<file path="src/rtl/arbitro_mux_4_pkg.sv">
// Shared definitions for the four-requester round-robin arbiter and output multiplexer.
package arbitro_mux_4_pkg;

  typedef enum logic {
    StIdle  = 1'b0,
    StGrant = 1'b1
  } state_e;

  localparam int unsigned MaxBeatDefault = 8;
  // Reset pointer of 3 makes requester 0 the first candidate searched.
  localparam logic [1:0] PtrReset = 2'd3;

  function automatic logic [3:0] one_hot(input logic [1:0] idx);
    return 4'b0001 << idx;
  endfunction

endpackage

</file>
<file path="src/rtl/arbitro_mux_4_if.sv">
// Requester/consumer bundle of the arbiter: requests, per-channel data, and the selected output.
interface arbitro_mux_4_if #(
  parameter int unsigned n = 4
);
  logic [3:0]   i_req;
  logic [n-1:0] i_Datos_0;
  logic [n-1:0] i_Datos_1;
  logic [n-1:0] i_Datos_2;
  logic [n-1:0] i_Datos_3;
  logic         i_ready;
  logic [3:0]   o_gnt;
  logic [1:0]   o_sel;
  logic [n-1:0] o_Datos;
  logic         o_valid;
  logic [3:0]   o_ack;

  modport master (
    output i_req, i_Datos_0, i_Datos_1, i_Datos_2, i_Datos_3, i_ready,
    input  o_gnt, o_sel, o_Datos, o_valid, o_ack
  );

  modport slave (
    input  i_req, i_Datos_0, i_Datos_1, i_Datos_2, i_Datos_3, i_ready,
    output o_gnt, o_sel, o_Datos, o_valid, o_ack
  );
endinterface

</file>
<file path="src/rtl/arbitro_mux_4_rr_prioridad_4.sv">
// Combinational round-robin pick: first set request bit searching ptr+1, ptr+2, ptr+3, ptr.
module rr_prioridad_4 (
  input  logic [3:0] req,
  input  logic [1:0] ptr,
  output logic [1:0] idx,
  output logic       found
);

  always_comb begin
    idx   = ptr;
    found = 1'b0;
    for (int k = 1; k <= 4; k++) begin
      // k = 4 wraps to ptr itself, so the last winner has lowest priority.
      if (!found && req[2'(ptr + 2'(k))]) begin
        idx   = 2'(ptr + 2'(k));
        found = 1'b1;
      end
    end
  end

endmodule

</file>
<file path="src/rtl/arbitro_mux_4.sv">
// Round-robin arbiter for four requesters with burst-limited grants and a shared 4:1 data selector.
module arbitro_mux_4
  import arbitro_mux_4_pkg::*;
#(
  parameter int unsigned n        = 4,
  parameter int unsigned MAX_BEAT = MaxBeatDefault
) (
  input logic             i_clk,
  input logic             i_rst,
  arbitro_mux_4_if.slave  bus
);

  localparam logic [3:0] BeatLimit = 4'(MAX_BEAT);

  state_e       state_q, state_d;
  logic [3:0]   gnt_q, gnt_d;
  logic [1:0]   sel_q, sel_d;
  logic [1:0]   ptr_q, ptr_d;
  logic [3:0]   cnt_q, cnt_d;
  logic [1:0]   win_idx;
  logic         win_found;
  logic [n-1:0] datos_sel;
  logic         valid;
  logic         xfer;

  rr_prioridad_4 u_rr (
    .req   (bus.i_req),
    .ptr   (ptr_q),
    .idx   (win_idx),
    .found (win_found)
  );

  always_comb begin
    case (sel_q)
      2'd0:    datos_sel = bus.i_Datos_0;
      2'd1:    datos_sel = bus.i_Datos_1;
      2'd2:    datos_sel = bus.i_Datos_2;
      default: datos_sel = bus.i_Datos_3;
    endcase
  end

  always_comb begin
    state_d = state_q;
    gnt_d   = gnt_q;
    sel_d   = sel_q;
    ptr_d   = ptr_q;
    cnt_d   = cnt_q;
    valid   = 1'b0;
    xfer    = 1'b0;
    case (state_q)
      StIdle: begin
        if (win_found) begin
          state_d = StGrant;
          sel_d   = win_idx;
          gnt_d   = one_hot(win_idx);
          ptr_d   = win_idx;
          cnt_d   = 4'd0;
        end
      end
      StGrant: begin
        valid = bus.i_req[sel_q];
        xfer  = valid && bus.i_ready;
        if (xfer) begin
          if (cnt_q + 4'd1 == BeatLimit) begin
            state_d = StIdle;
            gnt_d   = 4'd0;
            cnt_d   = 4'd0;
          end else begin
            cnt_d = cnt_q + 4'd1;
          end
        end else if (!valid) begin
          state_d = StIdle;
          gnt_d   = 4'd0;
          cnt_d   = 4'd0;
        end
      end
    endcase
  end

  assign bus.o_gnt   = gnt_q;
  assign bus.o_sel   = sel_q;
  assign bus.o_valid = valid;
  // A beat never completes while reset is asserted.
  assign bus.o_ack   = (xfer && !i_rst) ? one_hot(sel_q) : 4'd0;
  assign bus.o_Datos = (state_q == StGrant) ? datos_sel : '0;

  always_ff @(posedge i_clk) begin
    if (i_rst) begin
      state_q <= StIdle;
      gnt_q   <= 4'd0;
      sel_q   <= 2'd0;
      ptr_q   <= PtrReset;
      cnt_q   <= 4'd0;
    end else begin
      state_q <= state_d;
      gnt_q   <= gnt_d;
      sel_q   <= sel_d;
      ptr_q   <= ptr_d;
      cnt_q   <= cnt_d;
    end
  end

endmodule
</file>
<file path="src/flat_wrapper.sv">
// flat-port wrapper written by rule: the top's interface ports become plain ports
module arbitro_mux_4_flat import arbitro_mux_4_pkg::*;
#(
  parameter int unsigned n        = 4,
  parameter int unsigned MAX_BEAT = MaxBeatDefault
)
  (i_clk, i_rst, bus_i_req, bus_i_Datos_0, bus_i_Datos_1, bus_i_Datos_2, bus_i_Datos_3, bus_i_ready, bus_o_gnt, bus_o_sel, bus_o_Datos, bus_o_valid, bus_o_ack);
  arbitro_mux_4_if #(.n(n)) bus_i ();
  input logic i_clk;
  input logic i_rst;
  input wire logic [$bits(bus_i.i_req)-1:0] bus_i_req;
  input wire logic [$bits(bus_i.i_Datos_0)-1:0] bus_i_Datos_0;
  input wire logic [$bits(bus_i.i_Datos_1)-1:0] bus_i_Datos_1;
  input wire logic [$bits(bus_i.i_Datos_2)-1:0] bus_i_Datos_2;
  input wire logic [$bits(bus_i.i_Datos_3)-1:0] bus_i_Datos_3;
  input wire logic [$bits(bus_i.i_ready)-1:0] bus_i_ready;
  output wire logic [$bits(bus_i.o_gnt)-1:0] bus_o_gnt;
  output wire logic [$bits(bus_i.o_sel)-1:0] bus_o_sel;
  output wire logic [$bits(bus_i.o_Datos)-1:0] bus_o_Datos;
  output wire logic [$bits(bus_i.o_valid)-1:0] bus_o_valid;
  output wire logic [$bits(bus_i.o_ack)-1:0] bus_o_ack;
  assign bus_i.i_req = bus_i_req;
  assign bus_i.i_Datos_0 = bus_i_Datos_0;
  assign bus_i.i_Datos_1 = bus_i_Datos_1;
  assign bus_i.i_Datos_2 = bus_i_Datos_2;
  assign bus_i.i_Datos_3 = bus_i_Datos_3;
  assign bus_i.i_ready = bus_i_ready;
  assign bus_o_gnt = bus_i.o_gnt;
  assign bus_o_sel = bus_i.o_sel;
  assign bus_o_Datos = bus_i.o_Datos;
  assign bus_o_valid = bus_i.o_valid;
  assign bus_o_ack = bus_i.o_ack;
  arbitro_mux_4 #(.n(n), .MAX_BEAT(MAX_BEAT)) u_core (.i_clk(i_clk), .i_rst(i_rst), .bus(bus_i));
endmodule
</file>
<file path="config.mk">
export PLATFORM = sky130hd
export DESIGN_NAME = arbitro_mux_4_flat
export DESIGN_NICKNAME = d
export VERILOG_FILES = /design/src/rtl/arbitro_mux_4_pkg.sv /design/src/rtl/arbitro_mux_4_if.sv /design/src/rtl/arbitro_mux_4_rr_prioridad_4.sv /design/src/rtl/arbitro_mux_4.sv /design/src/flat_wrapper.sv
export SDC_FILE = /design/constraint.sdc
export NUM_CORES = 1
export LEC_CHECK = 0
export BUFFER_PORTS_ARGS = -buffer_cell sky130_fd_sc_hd__buf_2
export CORE_MARGIN = 3
export CORE_UTILIZATION = 45
export CTS_BUF_LIST = sky130_fd_sc_hd__clkbuf_2
export CTS_CLUSTER_DIAMETER = 80
export DETAILED_ROUTE_END_ITERATION = 10
export GPL_TIMING_DRIVEN = 0
export PLACE_DENSITY = 0.72
export REMOVE_ABC_BUFFERS = 1
export SLEW_MARGIN = 15
export SYNTH_ARGS = -nofsm -noshare
export SYNTH_HDL_FRONTEND = slang
export SYNTH_SLANG_ARGS = --single-unit
</file>
<file path="constraint.sdc">
create_clock -name i_clk -period 1.6 [get_ports i_clk]
set_input_delay 0.24 -clock i_clk [delete_from_list [all_inputs] [get_ports i_clk]]
set_output_delay 0.24 -clock i_clk [all_outputs]
set_load 0.01 [all_outputs]
</file>
# Word level (Yosys, flattened, before mapping)
# Cells that the tools add are included.
[word_totals] in_bits=23 word_cells=73 out_inout_bits=15 regBits=13
[classes] shifts=2 add_sub_neg=4 eq_ne=6 reduce_logical=13 n_lt_le_gt_ge=5 n_mux=37 n_bitwise=1
[op_table] operator="4-bit two-way mux" count=9
[op_table] operator="4-bit one-hot mux with 2 select lines" count=2
[op_table] operator="2-bit by 3-bit less-than comparator with 1-bit output (second input constant)" count=5
[op_table] operator="1-bit two-way mux" count=15
[op_table] operator="4-bit one-hot mux with 3 select lines" count=1
[op_table] operator="1-bit binary-select mux with 2-bit select" count=5
[op_table] operator="2-bit two-way mux" count=4
[op_table] operator="1-bit by 2-bit << shifter with 4-bit output (first input constant)" count=2
[op_table] operator="3-bit != test (second input constant)" count=2
[op_table] operator="1-bit logical AND" count=5
[op_table] operator="2-bit adder (second input constant)" count=2
[op_table] operator="4-bit by 1-bit adder with 4-bit output (second input constant)" count=1
[op_table] operator="4-bit == test (second input constant)" count=1
[op_table] operator="1-bit logical NOT" count=4
[op_table] operator="2-bit AND reduction" count=2
[op_table] operator="3-bit AND reduction" count=1
[op_table] operator="2-bit by 1-bit adder with 2-bit output (second input constant)" count=1
[op_table] operator="2-bit by 1-bit == test with 1-bit output (second input constant)" count=1
[op_table] operator="2-bit == test (second input constant)" count=1
[op_table] operator="2-bit logical NOT" count=1
[op_table] operator="2-bit != test (second input constant)" count=1
[op_table] operator="1-bit one-hot mux with 2 select lines" count=1
[op_table] operator="1-bit inverter" count=1

# Longest topological paths before layout
# Gate-level depths: netlist of the first run.
[depth] word_depth=16 depth_mapped=5 mapped_depth_nobuf=5

# Hierarchy
# Synthesis of the first run repeated with hierarchy kept, for this count alone.
[unflattened] cells_unflattened=106 hier_area_um2=980.9
[modules_own_cells] module="arbitro_mux_4" seq_area_each_um2=260.2 area_each_um2=898.4 instances=1 cells_each=92
[modules_own_cells] module="rr_prioridad_4" seq_area_each_um2=0.0 area_each_um2=82.6 instances=1 cells_each=14

# Least setup slack after synthesis of the first run
# No wires, ideal clock.
[synth_timing] kind="register -> output" from="register u_core.sel_q[0] (netlist: u_core.bus.o_sel[0])" to="output port bus_o_ack[2]" n_path_buf=1 path_stages_with_launch=5 t_required_ps=1360 arrival_ps=1263 slack_ps=97 path_cell_list="dfxtp_1 buf_4 mux2i_1 or2_2 nor3_1"
[synth_via] elab_chain_len=6 elab_cells_between_ends=7 cone_classes="shift: 1; mux: 4; reduce/logical: 2"
[synth_rtl] element="start: declaration" line_no="arbitro_mux_4.sv:17" rtl="logic [1:0] sel_q, sel_d;"
[synth_rtl] element="start signal: assignment" line_no="arbitro_mux_4.sv:97" rtl="sel_q <= sel_d;"
[synth_rtl] element="1-bit binary-select mux with 2-bit select" line_no="arbitro_mux_4.sv:61" rtl="valid = bus.i_req[sel_q];"
[synth_rtl] element="1-bit two-way mux (implied by the code)" line_no="arbitro_mux_4.sv:61"
[synth_rtl] element="1-bit logical AND" line_no="arbitro_mux_4.sv:62" rtl="xfer = valid && bus.i_ready;"
[synth_rtl] element="1-bit two-way mux" line_no="arbitro_mux_4.sv:50" rtl="case (state_q)"
[synth_rtl] element="1-bit logical AND" line_no="arbitro_mux_4.sv:84" rtl="assign bus.o_ack = (xfer && !i_rst) ? one_hot(sel_q) : 4'd0;"
[synth_rtl] element="4-bit two-way mux (*)" line_no="arbitro_mux_4.sv:84"
[synth_rtl] element="end: declaration" line_no="flat_wrapper.sv:21" rtl="output wire logic [$bits(bus_i.o_ack)-1:0] bus_o_ack;"
# Mark *: on every way between the ends. The rest lies on a longest branch, timed or not. The select of a mux whose other input is x is not followed.

# Worst setup path in the final report of the first run
[layout_timing] from="register u_core.sel_q[0] (netlist: u_core.bus.o_sel[0])" to="output port bus_o_valid"
[layout_via] elab_chain_len=3
[layout_rtl] element="1-bit binary-select mux with 2-bit select" line_no="arbitro_mux_4.sv:61"
[layout_rtl] element="1-bit two-way mux (implied by the code)" line_no="arbitro_mux_4.sv:61"
[layout_rtl] element="1-bit two-way mux" line_no="arbitro_mux_4.sv:50"
[layout_rtl] element="end: declaration" line_no="flat_wrapper.sv:20" rtl="output wire logic [$bits(bus_i.o_valid)-1:0] bus_o_valid;"
# No other way between the ends. The select of a mux whose other input is x is not followed.

==> metrics.md, run 1 <==
| Metric | Value |
|---|---|
| Clk sinks | 13 |
| Relative slew slack | 0.7341 |
| Vias in the first global route | just under 1k |
| Die Area | between 2000 and 3000 sq um |
| Fill count | 167 |
| Ant. Diodes | 0 |
| Die height | 53.72 um |
| Cells on Worst Hold Path | 3 |
| First-pass GRT wire length | 4229 um |
| Mapped Cells | 119 |
| Total Routed Length | a little under 3000 um |
| Slowest cell delay on critical path | 0.40 ns |
| CTS tree | done |
| Share of layout cells above drive strength 1 | 0.5370 |
| Post-synth top area share | 0.2540 |
| CTS root buf | clkbuf_2 |
| DRT iter0 DRCs | 15 |
| CP Capture Type | output pin |
| Psw | ~0.35 mW |
| Reg2reg setup slack | -0.04 ns |
| Top cells by area, synth | dfxtp_1, mux4_2, nand2b_1, nor3_1, a21oi_1 |
| Port Buffer Count | 37 |
| Static Leak | 0.5927 nW |
| Site Rows | 16 |
| Sequential share of power | 0.405 |
| Min-delay worst type | in2reg |
| Status | finished with violations |
| RSZ-0062 raised after global routing | yes |
| Violated checks | negative setup slack |
| First-pass iteration count of the detailed router | 4 |
| TritonCTS Buffers | 3 |
| Antenna violations before repair | 0 |
| Crit path launch | u_core.bus.o_sel[0]$_SDFFE_PP0P_ |
| CP required | 1.36 ns |
| Vias | 1,101 |
| Synth area leader | dfxtp_1 |
| Number of synthesized register bits | 13 |
| Post-Route Utilization | 0.7100 |
| Chip Width | ~54 um |
| Asr flop ratio synth | 0 |
| Worst-path clk slew | 0.14 ns |
| Clock share of power | 0.179 |
| Final Wtd Congestion | 0.9076 |
| Critical R2R Capture | u_core.bus.o_gnt[2]$_SDFFE_PP0P_ |
| Synthesized area per cell | around 8.6 sq um |
| Reg2reg start | u_core.bus.o_sel[0]$_SDFFE_PP0P_ |
| GR Overflow Total | 0 |
| GRT Util Overall | 0.1978 |
| Final hold viol count | 0 |
| WP data arrival | between 1.5 and 2 ns |
| Count of cell types in the netlist | 50 |
| PnR worst setup slack | -0.1622 ns |
| Final cycle utilization of the critical path | 1.101 |
| Final HPWL DP | a little under 2000 um |
| CP max stage cell | dfxtp_4 |
| Startpoint Class | flop |
| Final Skew | 0.01412 ns |
| Final setup viols | 12 |
| Commonest non-fill, non-tap cell in the layout | buf_2 |
| Core area | 2062 sq um |
| Initial Util | 0.4970 |
| Critical path peak fanout | 6 |
| # nets final | between 150 and 200 |
| CTS HTree Levels | 1 |
| Pwr Total | 0.9975 mW |
| Fin crit period | 1.762 ns |
| Clock Latency Late Sink | between 0.2 and 0.3 ns |
| Synthesized area | 1025 sq um |
| Via density | 5.825 |
| Switching part of the total | 0.3499 |
| CTS Buffer Depth | 2 |
| Ys Warns | 0 |
| Wire length per cell | 15.60 um |
| Setup TNS | -1.085 ns |
| Peak VDD IR | roughly 0.00054 V |
| R2r worst-path depth | 8 |
| Fmax | roughly 0.57 GHz |
| Max Transition Viols Final | 0 |
| Measured slew at the worst slew-check pin | 0.3958 ns |
| Layout overhead on the synthesized area | 42.86% |
| Comb pwr share | 0.416 |
| Largest net degree at the start of global routing | 20 |
| IO Pins | 38 |
| DRC violations left | 0 |
| Predominant post-synthesis flop cell | dfxtp_1 |
| Routed Antenna Nets | 0 |
| Post-place setup slack | -0.1413 ns |
| Commonest non-fill, non-tap cells in the layout | buf_2, nand2_1, buf_6, dfxtp_1, nand2b_1 |
| Critical Path End | bus_o_valid |
| Worst-path cell chain | buf_6 > mux2i_4 > buf_4 > o22ai_4 > buf_2 |
| Internal power | 0.6485 mW |
| Max-cap violation count | 0 |
| Critical path type | reg2out |
| Sequential area share after synthesis | 0.2540 |
| Power Density | ~680 nW/um^2 |
| Number of enable flip-flop cells after synthesis | 0 |
==> critical path, delay by kind of cell, from the launching register on <==
family	cells	cell delay (ns)
buf+inv	3	0.45
flops	1	0.40
compound gates	1	0.22
mux	1	0.18
==> power groups by stage <==
| stage | logic [mW] | registers, mW | clock network, mW |
|---|---|---|---|
| floorplan | 0.166 | 0.406 | 0 |
| global placement | 0.264 | 0.408 | 0 |
| detailed placement | 0.270 | 0.411 | 0 |
| CTS | 0.330 | 0.402 | 0.179 |
| global route | 0.448 | 0.412 | 0.198 |
| finish | 0.415 | 0.404 | 0.178 |
==> sequential cells by signal (all words and copies together) (netlist names) <==
name,flops
u_core.bus.o_sel,2
u_core.cnt_q,4
u_core.bus.o_gnt,4
u_core.state_q,1
u_core.ptr_q,2
==> how the worst min path moves through the flow <==
stage,startpoint,endpoint
2_1_floorplan,i_rst,u_core.bus.o_sel[1]$_SDFFE_PP0P_
3_3_place_gp,u_core.bus.o_gnt[3]$_SDFFE_PP0P_,u_core.bus.o_gnt[3]$_SDFFE_PP0P_
3_5_place_dp,u_core.bus.o_gnt[3]$_SDFFE_PP0P_,u_core.bus.o_gnt[3]$_SDFFE_PP0P_
4_1_cts,bus_i_ready,u_core.cnt_q[0]$_SDFFE_PP0P_
5_1_grt,bus_i_ready,u_core.cnt_q[0]$_SDFFE_PP0P_
6_report,bus_i_ready,u_core.cnt_q[0]$_SDFFE_PP0P_
==> layer usage <==
metal	routed length [um]	global-route usage	share of wire
met5	0	0	0
met4	47	0.08085	0.016
met3	293	0.03878	0.099
met2	1429	0.3327	0.48
met1	1179	0.2441	0.40
==> area by class of cell <==
class	instances	area, sq um	area share
well taps	27	33.78	0.02308
repair buffers	46	292.8	0.2000
clock buffers	4	20.02	0.01368
flip-flops and latches	13	271.5	0.1855
multi-input cells	96	834.6	0.5701
inverters	3	11.26	0.007692
==> cells by family (layout without fill, tap and decap cells) <==
kind of cell	after synthesis	in the layout	share of synthesized area
compound gates	25	25	0.1759
xor+xnor	1	1	0.008549
fa+ha+maj	2	2	0.02442
buf+inv	10	53	0.05860
flops	13	13	0.2540
mux	7	7	0.1172
simple gates	61	61	0.3614
==> synth_stat cells, types with 2 or more instances <==
master / n
dfxtp_1: 13
nand3b_1: 3
o32ai_1: 3
nand2b_1: 7
ha_1: 2
or2_2: 3
inv_1: 3
o21ai_0: 2
mux2i_1: 3
nor3b_1: 2
a21oi_1: 6
nand4_1: 2
mux4_2: 4
nand2_1: 8
and2_1: 4
nor3_1: 8
nor2b_1: 3
buf_2: 2
nand3_1: 3
a31oi_1: 3
nor2_1: 6
==> through the flow <==
| stage | area (sq um) | cells | hold WS [ns] |
|---|---|---|---|
| 2_1_floorplan | 975.9 | 112 | 0.3091 |
| 3_3_place_gp | 1195 | 176 | 0.4682 |
| 3_5_place_dp | 1195 | 176 | 0.4845 |
| 4_1_cts | 1311 | 184 | 0.2937 |
| 5_1_grt | 1464 | 189 | 0.3347 |
| 6_report | 1464 | 189 | 0.3284 |
==> what timing repair did <==
| action | in CTS | in global routing |
|---|---|---|
| endpoints found under the hold margin | 0 | 0 |
| hold buffers | 0 | 0 |
| setup endpoints to repair | 18 | 14 |
| pin swaps | 6 | 4 |
| gates resized for setup | 18 | 24 |
| buffers inserted | 4 | 5 |
| gates cloned | 0 | 0 |
No activity file was read; power rests on OpenSTA's default activity.
==> run 2: changes to the inputs <==
--- a/config.mk
+++ b/config.mk
@@ -12,9 +12,10 @@
 export CTS_CLUSTER_DIAMETER = 80
 export DETAILED_ROUTE_END_ITERATION = 10
 export GPL_TIMING_DRIVEN = 0
-export PLACE_DENSITY = 0.72
+export PLACE_DENSITY = 0.75
 export REMOVE_ABC_BUFFERS = 1
 export SLEW_MARGIN = 15
 export SYNTH_ARGS = -nofsm -noshare
 export SYNTH_HDL_FRONTEND = slang
+export SYNTH_HIERARCHICAL = 1
 export SYNTH_SLANG_ARGS = --single-unit
==> run 2 against run 1 <==
Effect of this change:
- the flow still finishes with violations (negative setup slack)
- synthesized cell count down 11%
- combinational power shrank 13%
- maximum frequency is 3.9% lower
- critical endpoint is now bus_o_Datos[1]
- via count decreased by 11%
- clock-buffer cell count unchanged
- clock skew is 0.0063 ns lower
- register-to-register slack improved by 0.04 ns
- sequential share of layout area is 2.4 points higher
- sequential cell count unchanged
- global-route usage is 0.98 points lower
==> metrics.md, run 2 <==
| Metric | Value |
|---|---|
| Worst-path clk slew | approximately 0.13 ns |
| Critical path peak fanout | 5 |
| Peak VDD IR | 0.0005326 V |
| Initial Util | 0.4851 |
| Site Rows | 16 |
| Critical R2R Capture | u_core/cnt_q[1]$_SDFFE_PP0P_ |
| WL met1 | 1005 um |
| Commonest non-fill, non-tap cells in the layout | buf_2, buf_4, nand2_1 |
| Total Routed Length | between 2000 and 2500 um |
| Finished Layout Cells | 181 |
| Largest net degree at the start of global routing | 24 |
| Sequential share of power | 0.419 |
| Post-synthesis xor/xnor area fraction | 0 |
| Ant. Diodes | 0 |
| Max-cap violation count | 0 |
| Static Leak | 0.5872 nW |
| Wire length per cell | roughly 14 um |
| Fill count | 164 |
| Psw | between 0.3 and 0.4 mW |
| Number of synthesized register bits | 13 |
| Min-delay worst type | in2reg |
| Post-Route Utilization | 0.6454 |
| Core area | 2022 sq um |
| Critical path type | reg2out |
| Compound-Gate Fraction of Synth Area | 0.1913 |
| R2r worst-path depth | 7 |
| First-pass iteration count of the detailed router | 4 |
| Startpoint of the worst hold path | bus_i_ready |
| Chip Width | 52.69 um |
| DP Area | 1169 sq um |
| Relative slew slack | 0.7001 |
| WP data arrival | approximately 1.6 ns |
| CTS Buffer Depth | 2 |
| Synth area leader | dfxtp_1 |
| Final hold viol count | 0 |
| CP Capture Type | output pin |
| Startpoint Class | flop |
| Met2 routed WL | around 1300 um |
| Commonest non-fill, non-tap cell in the layout | buf_2 |
| RSZ-0062 raised after global routing | yes |
| Switching part of the total | 0.3381 |
| Count of cell types in the netlist | 38 |
| Hold slack | 0.3608 ns |
| Die Area | 2776 sq um |
| Routed Antenna Nets | 0 |
| Antenna violations before repair | 0 |
| Via density | between 5 and 6 |
| Reg2reg start | u_core/bus.o_sel[1]$_SDFFE_PP0P_ |
| Share of layout cells above drive strength 1 | 0.4740 |
| Synth top cells by count | dfxtp_1, nand2_1, a21oi_1, nand2b_1, inv_1 |
| Final Wtd Congestion | about 0.74 |
| Internal power | between 0.6 and 0.7 mW |
| Final cycle utilization of the critical path | 1.146 |
| Crit path launch | u_core/bus.o_sel[0]$_SDFFE_PP0P_ |
| Simple-Gate Fraction of Synth Area | 0.2895 |
| CTS tree | done |
| Power Density | 708.9 nW/um^2 |
| IO Pins | 38 |
| Top cells by area, synth | dfxtp_1, mux4_1, mux2i_1, nand2b_1, a21oi_1 |
| Final non-filler cell area | roughly 1300 sq um |
| Final Skew | a little under 0.008 ns |
| CTS HTree Levels | 1 |
| Mapped Cells | 106 |
| Number of enable flip-flop cells after synthesis | 0 |
| Clock share of power | 0.190 |
| Final setup viols | 9 |
| Max Transition Viols Final | 0 |
| First-pass GRT wire length | between 3000 and 4000 um |
| Violated checks | negative setup slack |
| Post-synthesis adder-cell area fraction | 0.01276 |
| Met3 Wirelength | 135 um |
| Setup TNS | -1.500 ns |
| Layout overhead on the synthesized area | 33.04% |
| Ys Warns | 6 |
| Inst Count DP | 165 |
| Clock Latency Late Sink | ~0.28 ns |
| Post-synth top area share | 0.2653 |
| CTS root buf | clkbuf_2 |
| Fmax | 0.5456 GHz |
| Top Layer Used | met4 |
| Comb pwr share | 0.391 |
| Count leader, synth | dfxtp_1 |
| Vias | just under 1k |
| PnR worst setup slack | -0.2329 ns |
| Critical Path End | bus_o_Datos[1] |
| DRT iter0 DRCs | 32 |
| GRT Util Overall | 0.1881 |
| Clk sinks | 13 |
| Final HPWL DP | 1691 um |
| Fin crit period | ~1.8 ns |
| Measured slew at the worst slew-check pin | 0.4498 ns |
| CP required | 1.36 ns |
| Asr flop ratio synth | 0 |
| Largest family of logic cells by synthesized area | simple AND/OR/NAND/NOR gates |
| Mux contribution to synthesized area | 0.1824 |
| # nets final | ~180 |
| Reg2reg setup slack | 0 ns |
| Port Buffer Count | 37 |
| Predominant post-synthesis flop cell | dfxtp_1 |
| Vias in the first global route | 884 |
| DRC violations left | 0 |
| Die height | 52.69 um |
| Sequential area share after synthesis | 0.2653 |
| Status | finished with violations |
| Synthesized area | 980.9 sq um |
| TritonCTS Buffers | 3 |
| GR Overflow Total | 0 |
| Synthesized area per cell | 9.254 sq um |
==> run 2: final cells by class <==
cell class | instances | area, sq um | share of cell area
timing repair buffer | 49 | 279.0 | 0.2138
sequential | 13 | 272.8 | 0.2090
tap | 27 | 33.78 | 0.02589
inverter | 7 | 26.28 | 0.02013
multi-input combinational | 81 | 673.1 | 0.5158
clock buffer | 4 | 20.02 | 0.01534
==> run 2: routing by layer <==
metal | up-vias | GRT usage
met5 | - | 0
met4 | 0 | 0.02553
met3 | 2 | 0.05983
met2 | 28 | 0.3409
met1 | 464 | 0.2176
li1 | 485 | -
==> run 2: cell families after synthesis <==
kind of cell,count (synthesis)
simple gates,45
compound gates,24
flops,13
buf+inv,12
mux,11
fa+ha+maj,1
==> run 2: worst min-delay path by stage <==
| stage | to | slack [ns] | cells after the start |
|---|---|---|---|
| floorplan | u_core/bus.o_sel[0]$_SDFFE_PP0P_ | 0.31 | 1 |
| global placement | u_core/bus.o_gnt[2]$_SDFFE_PP0P_ | 0.46 | 2 |
| detailed placement | u_core/bus.o_gnt[0]$_SDFFE_PP0P_ | 0.47 | 2 |
| CTS | u_core/cnt_q[3]$_SDFFE_PP0P_ | 0.35 | 4 |
| global route | u_core/cnt_q[3]$_SDFFE_PP0P_ | 0.35 | 4 |
| finish | u_core/cnt_q[3]$_SDFFE_PP0P_ | 0.36 | 4 |
==> run 2: repair_timing <==
action                     4_1_cts  5_1_grt
setup endpoints to repair       16       11
pin swaps                        2        3
buffers inserted                 7        5
cloned                           0        0
resized for setup               10        8
hold buffers                     0        0
==> run 2: metrics by stage <==
stage / total power, mW / worst slack, ns
2_1_floorplan: 0.5840 / -0.1951
3_3_place_gp: 0.6761 / -0.3003
3_5_place_dp: 0.6873 / -0.3521
4_1_cts: 0.9001 / -0.2322
5_1_grt: 0.9852 / -0.3102
6_report: 0.9251 / -0.2329
==> run 2: power groups by stage <==
| stage | Sequential [mW] | Combinational, mW | Clock [mW] |
|---|---|---|---|
| after floorplan | 0.403 | 0.182 | 0 |
| after global placement | 0.403 | 0.273 | 0 |
| after detailed placement | 0.407 | 0.280 | 0 |
| after CTS | 0.392 | 0.326 | 0.182 |
| after global routing | 0.393 | 0.393 | 0.199 |
| final | 0.388 | 0.362 | 0.175 |
==> run 2: critical path, cell delays in order, from the launching register on <==
cell	delay, ns
dfxtp_4	0.39
buf_4	0.12
mux4_1	0.52
and2_1	0.16
buf_2	0.13
